$ cat src/rtl/vga_timing_pkg.sv
// Shared raster constants (640x480@60 defaults) and the axis-total helper.
// Latency: n/a (package only). Backpressure: n/a.
package vga_timing_pkg;

    localparam int DEF_H_ACTIVE = 640;
    localparam int DEF_H_FP     = 16;
    localparam int DEF_H_SYNC   = 96;
    localparam int DEF_H_BP     = 48;
    localparam int DEF_V_ACTIVE = 480;
    localparam int DEF_V_FP     = 10;
    localparam int DEF_V_SYNC   = 2;
    localparam int DEF_V_BP     = 33;
    localparam int DEF_CW       = 12;

    function automatic int axis_total(input int active, input int fp,
                                      input int sync, input int bp);
        return active + fp + sync + bp;
    endfunction

endpackage

$ cat src/rtl/vga_axis_counter.sv
// One raster axis: position counter with active/sync region decode.
// Latency: count advances on the edge where step is high. Backpressure: none, step-driven.
module vga_axis_counter
    import vga_timing_pkg::*;
#(
    parameter int ACTIVE = DEF_H_ACTIVE,
    parameter int FP     = DEF_H_FP,
    parameter int SYNC   = DEF_H_SYNC,
    parameter int BP     = DEF_H_BP,
    parameter int CW     = DEF_CW
) (
    input  logic          board_clock,
    input  logic          reset,
    input  logic          step,
    output logic [CW-1:0] count,
    output logic          wrap,
    output logic          active,
    output logic          sync
);

    localparam int TOTAL = axis_total(ACTIVE, FP, SYNC, BP);

    if (longint'(TOTAL) > (longint'(1) << CW)) begin : g_bad_total
        $error("vga_axis_counter: axis total does not fit in CW bits");
    end

    // One spare bit so region edges equal to 2^CW still compare correctly.
    localparam logic [CW:0]   ACT_END  = (CW+1)'(ACTIVE);
    localparam logic [CW:0]   SYNC_BEG = (CW+1)'(ACTIVE + FP);
    localparam logic [CW:0]   SYNC_END = (CW+1)'(ACTIVE + FP + SYNC);
    localparam logic [CW-1:0] LAST     = CW'(TOTAL - 1);

    logic [CW:0] count_x;

    assign count_x = {1'b0, count};
    assign wrap    = (count == LAST);
    assign active  = (count_x < ACT_END);
    assign sync    = (count_x >= SYNC_BEG) && (count_x < SYNC_END);

    always_ff @(posedge board_clock) begin
        if (reset) begin
            count <= '0;
        end else if (step) begin
            count <= wrap ? '0 : count + CW'(1);
        end
    end

endmodule

$ cat src/rtl/vga_timing_gen.sv
// Parametrised raster timing generator: pixel strobe, h/v counters, syncs, DE, coordinates.
// Latency: outputs show pixel (h,v) one board_clock after the tick that consumed it. Backpressure: none.
module vga_timing_gen
    import vga_timing_pkg::*;
#(
    parameter int H_ACTIVE = DEF_H_ACTIVE,
    parameter int H_FP     = DEF_H_FP,
    parameter int H_SYNC   = DEF_H_SYNC,
    parameter int H_BP     = DEF_H_BP,
    parameter int V_ACTIVE = DEF_V_ACTIVE,
    parameter int V_FP     = DEF_V_FP,
    parameter int V_SYNC   = DEF_V_SYNC,
    parameter int V_BP     = DEF_V_BP,
    parameter bit HS_POL   = 1'b0,
    parameter bit VS_POL   = 1'b0,
    parameter int CLK_DIV  = 1,
    parameter int CW       = DEF_CW
) (
    input  logic          board_clock,
    input  logic          reset,
    output logic          pix_ce,
    output logic          hsync,
    output logic          vsync,
    output logic          de,
    output logic [CW-1:0] x,
    output logic [CW-1:0] y,
    output logic          line_start,
    output logic          frame_start,
    output logic [15:0]   frame_count
);

    if (CLK_DIV < 1) begin : g_bad_div
        $error("vga_timing_gen: CLK_DIV must be >= 1");
    end

    localparam int DW = (CLK_DIV > 1) ? $clog2(CLK_DIV) : 1;
    localparam logic [DW-1:0] DIV_LAST = DW'(CLK_DIV - 1);

    logic [DW-1:0] div;
    logic          tick;
    logic [CW-1:0] h, v;
    logic          h_wrap, h_act, h_sync;
    logic          v_wrap, v_act, v_sync;
    logic          v_step;
    logic          in_active;
    logic          at_origin;

    assign tick      = (div == DIV_LAST);
    assign v_step    = tick && h_wrap;
    assign in_active = h_act && v_act;

    always_ff @(posedge board_clock) begin
        if (reset) begin
            div <= '0;
        end else if (tick) begin
            div <= '0;
        end else begin
            div <= div + DW'(1);
        end
    end

    vga_axis_counter #(
        .ACTIVE (H_ACTIVE),
        .FP     (H_FP),
        .SYNC   (H_SYNC),
        .BP     (H_BP),
        .CW     (CW)
    ) u_h (
        .board_clock (board_clock),
        .reset       (reset),
        .step        (tick),
        .count       (h),
        .wrap        (h_wrap),
        .active      (h_act),
        .sync        (h_sync)
    );

    vga_axis_counter #(
        .ACTIVE (V_ACTIVE),
        .FP     (V_FP),
        .SYNC   (V_SYNC),
        .BP     (V_BP),
        .CW     (CW)
    ) u_v (
        .board_clock (board_clock),
        .reset       (reset),
        .step        (v_step),
        .count       (v),
        .wrap        (v_wrap),
        .active      (v_act),
        .sync        (v_sync)
    );

    // at_origin tracks "(h,v) == (0,0)" so frame_start needs no wide compare.
    always_ff @(posedge board_clock) begin
        if (reset) begin
            at_origin   <= 1'b1;
            pix_ce      <= 1'b0;
            de          <= 1'b0;
            x           <= '0;
            y           <= '0;
            line_start  <= 1'b0;
            frame_start <= 1'b0;
            frame_count <= '0;
            hsync       <= ~HS_POL;
            vsync       <= ~VS_POL;
        end else if (tick) begin
            at_origin   <= h_wrap && v_wrap;
            pix_ce      <= 1'b1;
            de          <= in_active;
            x           <= in_active ? h : '0;
            y           <= in_active ? v : '0;
            line_start  <= (h == '0);
            frame_start <= at_origin;
            hsync       <= h_sync ? HS_POL : ~HS_POL;
            vsync       <= v_sync ? VS_POL : ~VS_POL;
            if (at_origin) begin
                frame_count <= frame_count + 16'd1;
            end
        end else begin
            pix_ce      <= 1'b0;
            line_start  <= 1'b0;
            frame_start <= 1'b0;
        end
    end

endmodule
$ cat config.mk
export PLATFORM = sky130hd
export DESIGN_NAME = vga_timing_gen
export DESIGN_NICKNAME = d
export VERILOG_FILES = /design/src/rtl/vga_timing_pkg.sv /design/src/rtl/vga_axis_counter.sv /design/src/rtl/vga_timing_gen.sv
export SDC_FILE = /design/constraint.sdc
export NUM_CORES = 1
export LEC_CHECK = 0
export ABC_CLOCK_PERIOD_IN_PS = 2600
export CORE_MARGIN = 2
export CORE_UTILIZATION = 50
export CTS_BUF_LIST = sky130_fd_sc_hd__clkbuf_2 sky130_fd_sc_hd__clkbuf_4 sky130_fd_sc_hd__clkbuf_8
export CTS_CLUSTER_SIZE = 8
export DETAILED_ROUTE_END_ITERATION = 16
export PLACE_DENSITY = 0.81
export SLEW_MARGIN = 20
export SYNTH_ARGS = -nofsm -noshare
export SYNTH_HDL_FRONTEND = slang
export SYNTH_HIERARCHICAL = 1
export SYNTH_SLANG_ARGS = --single-unit
export TNS_END_PERCENT = 50
$ cat constraint.sdc
create_clock -name board_clock -period 2.6 [get_ports board_clock]
set_clock_uncertainty 0.2 [all_clocks]
set_input_delay 0.52 -clock board_clock [delete_from_list [all_inputs] [get_ports board_clock]]
set_output_delay 0.52 -clock board_clock [all_outputs]
set_load 0.05 [all_outputs]
## Word level (Yosys, flattened, before mapping)

Cells that the tools add are included.

- Muxes and demuxes: 7
- Shift operators: 0
- Add/sub/neg operators: 4
- Bitwise gates (word level): 1
- Equal/unequal tests: 2
- Magnitude comparators: 6
- Div/mod/pow operators: 0
- $mul: 0
- Reductions and logical operators: 9

Operator list:

| operator | count |
|---|---|
| 12-bit 2-to-1 mux | 4 |
| 12-bit by 1-bit adder with 12-bit output (second input constant) | 2 |
| 12-bit by 10-bit == test with 1-bit output (second input constant) | 2 |
| 12-bit by 10-bit less-than comparator with 1-bit output (second input constant) | 2 |
| 12-bit by 9-bit less-than comparator with 1-bit output (second input constant) | 2 |
| 16-bit by 1-bit adder with 16-bit output (second input constant) | 1 |
| 12-bit by 10-bit greater-or-equal comparator with 1-bit output (second input constant) | 1 |
| 12-bit by 9-bit greater-or-equal comparator with 1-bit output (second input constant) | 1 |
| 12-bit zero test | 1 |
| 1-bit logical AND | 5 |
| 2-bit OR reduction | 2 |
| 1-bit 2-to-1 mux | 3 |
| 2-bit AND reduction | 1 |
| 1-bit adder (second input constant) | 1 |
| 1-bit inverter | 1 |

- Register bits after elaboration: 72
- Output and inout bits: 46
- Memories kept: 0
- Word-level logic and storage cells: 42
- Bits of input ports: 2
- Memory bits (writable): 0
- Latch bits: 0
- Bits in read-only memories: 0

## Longest topological paths before layout

- Word-level depth: 3
- Mapped depth: 8
- Mapped depth without buffers: 8

## Hierarchy

The synthesis kept the hierarchy.

By module, submodules not included:

| module | cells an instance | area an instance (um^2) | sequential area each (um^2) | instances |
|---|---|---|---|---|
| vga_timing_gen | 187 | 1756.7 | 960.9 | 1 |
| vga_axis_counter (u_v) | 70 | 634.4 | 240.2 | 1 |
| vga_axis_counter (u_h) | 70 | 613.1 | 240.2 | 1 |

## Least setup slack after synthesis

Ideal clock, no wire load.

- Path kind: flip-flop to flip-flop
- From: reg u_h.count[4]
- To: reg u_v.count[11]
- Path buffers: 1
- Setup slack: -0.122 ns
- Library setup time: 0.128 ns
- Cell stages (with the launch flop): 9
- Clock period less this slack: 2.722 ns
- Data required time: 2.272 ns
- Arrival: 2.394 ns
- Cells stage by stage: dfxtp_1 -> buf_2 -> or4b_1 -> nor4_2 -> nor2b_1 -> nand3_1 -> nor4_1 -> xnor2_1 -> nor2_1

- Longest elaborated chain between the ends: 2

RTL lines:

| element | line | source |
|---|---|---|
| start: declaration | vga_axis_counter.sv:15 | `output logic [CW-1:0] count,` |
| start signal: assignment | vga_axis_counter.sv:44 | `count <= wrap ? '0 : count + CW'(1);` |
| 12-bit by 10-bit == test with 1-bit output | vga_axis_counter.sv:36 | `assign wrap = (count == LAST);` |
| net h_wrap | vga_timing_gen.sv:42 | `logic h_wrap, h_act, h_sync;` |
| 1-bit logical AND | vga_timing_gen.sv:49 | `assign v_step = tick && h_wrap;` |
| net v_step | vga_timing_gen.sv:44 | `logic v_step;` |
| end signal: assignment | vga_axis_counter.sv:44 |  |
| end: declaration | vga_axis_counter.sv:15 |  |

The timed path passes the listed nets, and every way through them passes these cells.
A chain may end at the register's enable or synchronous reset.

## Final worst setup path

- From: reg u_h.count[5]
- To: reg u_v.count[10]

Same word-level chain as after synthesis.

==> run_results.csv <==
group,metric,value,unit
floorplan,io_pins,48,
yosys,synth_flop_cell,"dfxtp_1",
place,io_buffers,47,
cells_and_area,fin_cells,459,
setup_path,worst_ep_required_time,2.64,ns
global_routing,antenna_found_initial,0,
yosys,synth-async-reset-ratio,0,
run,maxCapViolations,0,
timing,hold_viol_final,0,
timing,setup_viol,0,
power_and_ir_drop,p_sw,0.4828,mW
yosys,netlist.top_cell.by_area,"dfxtp_1",
drt,drt_iter0_markers,158,
drt,vias,2528,
power_and_ir_drop,sequentialPowerShare,0.497,
cells_and_area,nets,387,
cells_and_area,drive_gt1_frac,0.1068,
floorplan,die_w,81.51,µm
yosys,yosysUniqueCellTypes,43,
cells_and_area,seqCellArea,1441,µm²
floorplan,coreArea,5851,µm²
setup_path,crit_path_end_kind,"flip-flop",
drt,ant_nets,0,
worst_hold_path,hold_path.class,"reg -> reg",
yosys,yosys-top-cells-area,"dfxtp_1, nor2_1, xor2_1",
timing,clock.fmax,413.6,MHz
power_and_ir_drop,power.internal,1.796,mW
clock_tree,tritoncts,"built",
timing,max-slew-margin-rel,0.3620,
yosys,synth_area_per_cell,9.187,µm²
timing,fin_crit,2.418,ns
setup_path,slowest_delay,0.56,ns
drt,drc_errors,0,
clock_tree,htree_levels,3,
power_and_ir_drop,sw_frac_of_total,0.2119,
timing,period_share,0.9299,
clock_tree,cts_inserted_buffers,9,
yosys,synth_top_area_share,0.4798,
yosys,synth_enable_flop_cells,0,
clock_tree,cts.clk_slew.worst_paths,0.07,ns
clock_tree,clock_sinks,72,
clock_tree,clk-insertion-delay-late,0.35,ns
yosys,yosysWarnings,6,
global_routing,grt_pass1_wl,11010,µm
cells_and_area,multi_input_area,1464,µm²
cells_and_area,syn_to_final_growth,27.70,%
drt,dr.pass1.iters,4,
yosys,syn-num-nets,334,
setup_path,cp_cell_sequence,"or4b_1, nor4_4, nor2b_4, buf_4, and4_2, nand4_1, xor2_1, nor2_1",
power_and_ir_drop,power.leakage,1.374,nW
floorplan,row_count,28,
cells_and_area,n_fill_cell,487,
timing,report.final.slew_viol_count,0,
floorplan,die_area,6644,µm²
power_and_ir_drop,powerDensity,594.1,nW/µm²
setup_path,worst-path-buf-inv,1,
place,gp_congestion,0.8894,
clock_tree,root_buffer,"clkbuf_8",
power_and_ir_drop,pwr-share-comb,0.052,
setup_path,crit_fanout,5,
drt,avgRoutedWirePerCell,14.32,µm
global_routing,grt_max_degree,28,
drt,viasPerCell,5.508,
setup_path,arrival,2.46,ns
timing,worstMarginPinSlew,0.9569,ns
clock_tree,holdBufCountCts,0,
global_routing,grt_remaining_overflow,0,
drt,wl,6573,µm
clock_tree,cts_buffer_depth,2,
setup_path,cp_top_family,"simple AND/OR/NAND/NOR gates",
status,status,"finished clean",
place,dp.cells,444,
floorplan,start_util,0.5135,
setup_path,slowest_stage,"or4b_1",
setup_path,cp-start-kind,"flip-flop",
clock_tree,post_cts_buffers,0,
power_and_ir_drop,power,2.279,mW
setup_path,crit_type,"reg -> reg",
power_and_ir_drop,peakVddDrop,0.3544,mV
yosys,yosysSeqAreaShare,0.4798,
global_routing,grt_use_total,0.2186,
cells_and_area,diodes,0,
yosys,ys_seq_elements,72,
place,hpwl,4474,µm
global_routing,grt_pass1_vias,2400,
floorplan,fp.dieH,81.51,µm
power_and_ir_drop,power.share.clock,0.451,
yosys,syn_area,3004,µm²
yosys,synthCells,327,
clock_tree,cts-resized-gates,0,
per-stage QoR:
step           setup WS, ns  cell area, µm²  hold WS (ns)  utilization   TNS [ns]
2_1_floorplan       0.04350            3012        0.2649            -          0
3_3_place_gp         0.2056            3581        0.2673       0.6121          0
3_5_place_dp         0.1685            3581        0.2828       0.6121          0
4_1_cts              0.1629            3820        0.2981       0.6529          0
5_1_grt           -0.004756            3836        0.3236       0.6557  -0.004756
6_report             0.1822            3836        0.2922       0.6557          0
layout by cell type, fill, tap and decap left out, types with 2 or more instances in the layout:
cell type        synthesis  routed
dfxtp_1                 72      72
nor2_1                  67      67
clkdlybuf4s50_1          0      47
a22oi_1                 24      24
xor2_1                  22      22
nand2_1                 16      16
buf_4                    1      14
nand4_1                 13      13
clkbuf_8                 0      13
xnor2_1                 12      12
nand3_1                  9       9
nor4_1                   8       7
inv_1                    6       6
and4_1                   6       5
a21oi_1                  5       5
ha_1                     5       5
and3_1                   4       4
o21ai_0                  4       4
nor3_1                   4       4
mux2i_1                  3       3
and4b_1                  2       2
nor2b_1                  3       2
nand2b_1                 2       2
o31ai_1                  2       2
or4_1                    2       2
bufinv_16                0       2
and4_2                   1       2
nand3b_1                 2       2
kinds of logic after synthesis:
| logic type | synth area share |
|---|---|
| flip-flops | 0.4798 |
| other | 0.001248 |
| multiplexers | 0.009996 |
| XOR/XNOR | 0.09912 |
| AND/OR/NAND/NOR | 0.2541 |
| adder cells (fa/ha/maj) | 0.02082 |
| AO/OA/AOI/OAI | 0.09413 |
| buffers and inverters | 0.04081 |
worst paths after layout:
| path | end | depth (start not counted) | startpoint | slack [ns] |
|---|---|---|---|---|
| worst max-delay path | u_v/count[10] | 8 | u_h/count[5] | 0.18 |
| worst min-delay path | hsync | 2 | hsync | 0.29 |
| worst max register to register | u_v/count[10] | 8 | u_h/count[5] | 0.18 |
| worst min register to register | hsync | 2 | hsync | 0.29 |
power by group through the flow:
| stage | registers (mW) | clock network (mW) | logic, mW |
|---|---|---|---|
| final | 1.13 | 1.03 | 0.119 |
| after global routing | 1.13 | 1.08 | 0.129 |
| after CTS | 1.13 | 1.04 | 0.120 |
| after detailed placement | 1.16 | 0 | 0.119 |
| after global placement | 1.16 | 0 | 0.117 |
| after floorplan | 1.18 | 0 | 0.0568 |
cell type report:
cell class	count	area share
multi-input combinational	230	0.3816
sequential	72	0.3757
timing repair buffer	61	0.1500
clock buffer	13	0.04664
tap	75	0.02446
clock inverter	2	0.01566
inverter	6	0.005871
registers in the layout (all words and copies together) (netlist names):
| register | cells |
|---|---|
| pix_ce | 1 |
| u_v/count | 12 |
| hsync | 1 |
| line_start | 1 |
| u_h/count | 12 |
| y | 12 |
| x | 12 |
| div | 1 |
| at_origin | 1 |
| vsync | 1 |
| frame_count | 16 |
| frame_start | 1 |
| de | 1 |
synthesized netlist by cell type, types with 4 or more instances:
cell type and count:
nand4_1 13, nor4_1 8, ha_1 5, a22oi_1 24
o21ai_0 4, and3_1 4, nor2_1 67, nand2_1 16
dfxtp_1 72, xor2_1 22, xnor2_1 12, a21oi_1 5
clkbuf_1 12, and4_1 6, nor3_1 4, nand3_1 9
inv_1 6
per-layer routing:
metal | track usage | routed length [µm] | vias up
li1 | - | - | 1249
met1 | 0.2677 | 2919 | 1193
met2 | 0.3648 | 3189 | 73
met3 | 0.04396 | 359 | 13
met4 | 0.1102 | 104 | 0
met5 | 0 | 0 | -
tightest hold or removal path, cell delays in order, from the launching register on:
cell and delay (ns):
dfxtp_1 0.32, o21ai_0 0.08, nand2b_1 0.06
Note: power is estimated with default switching activity, not from simulation.
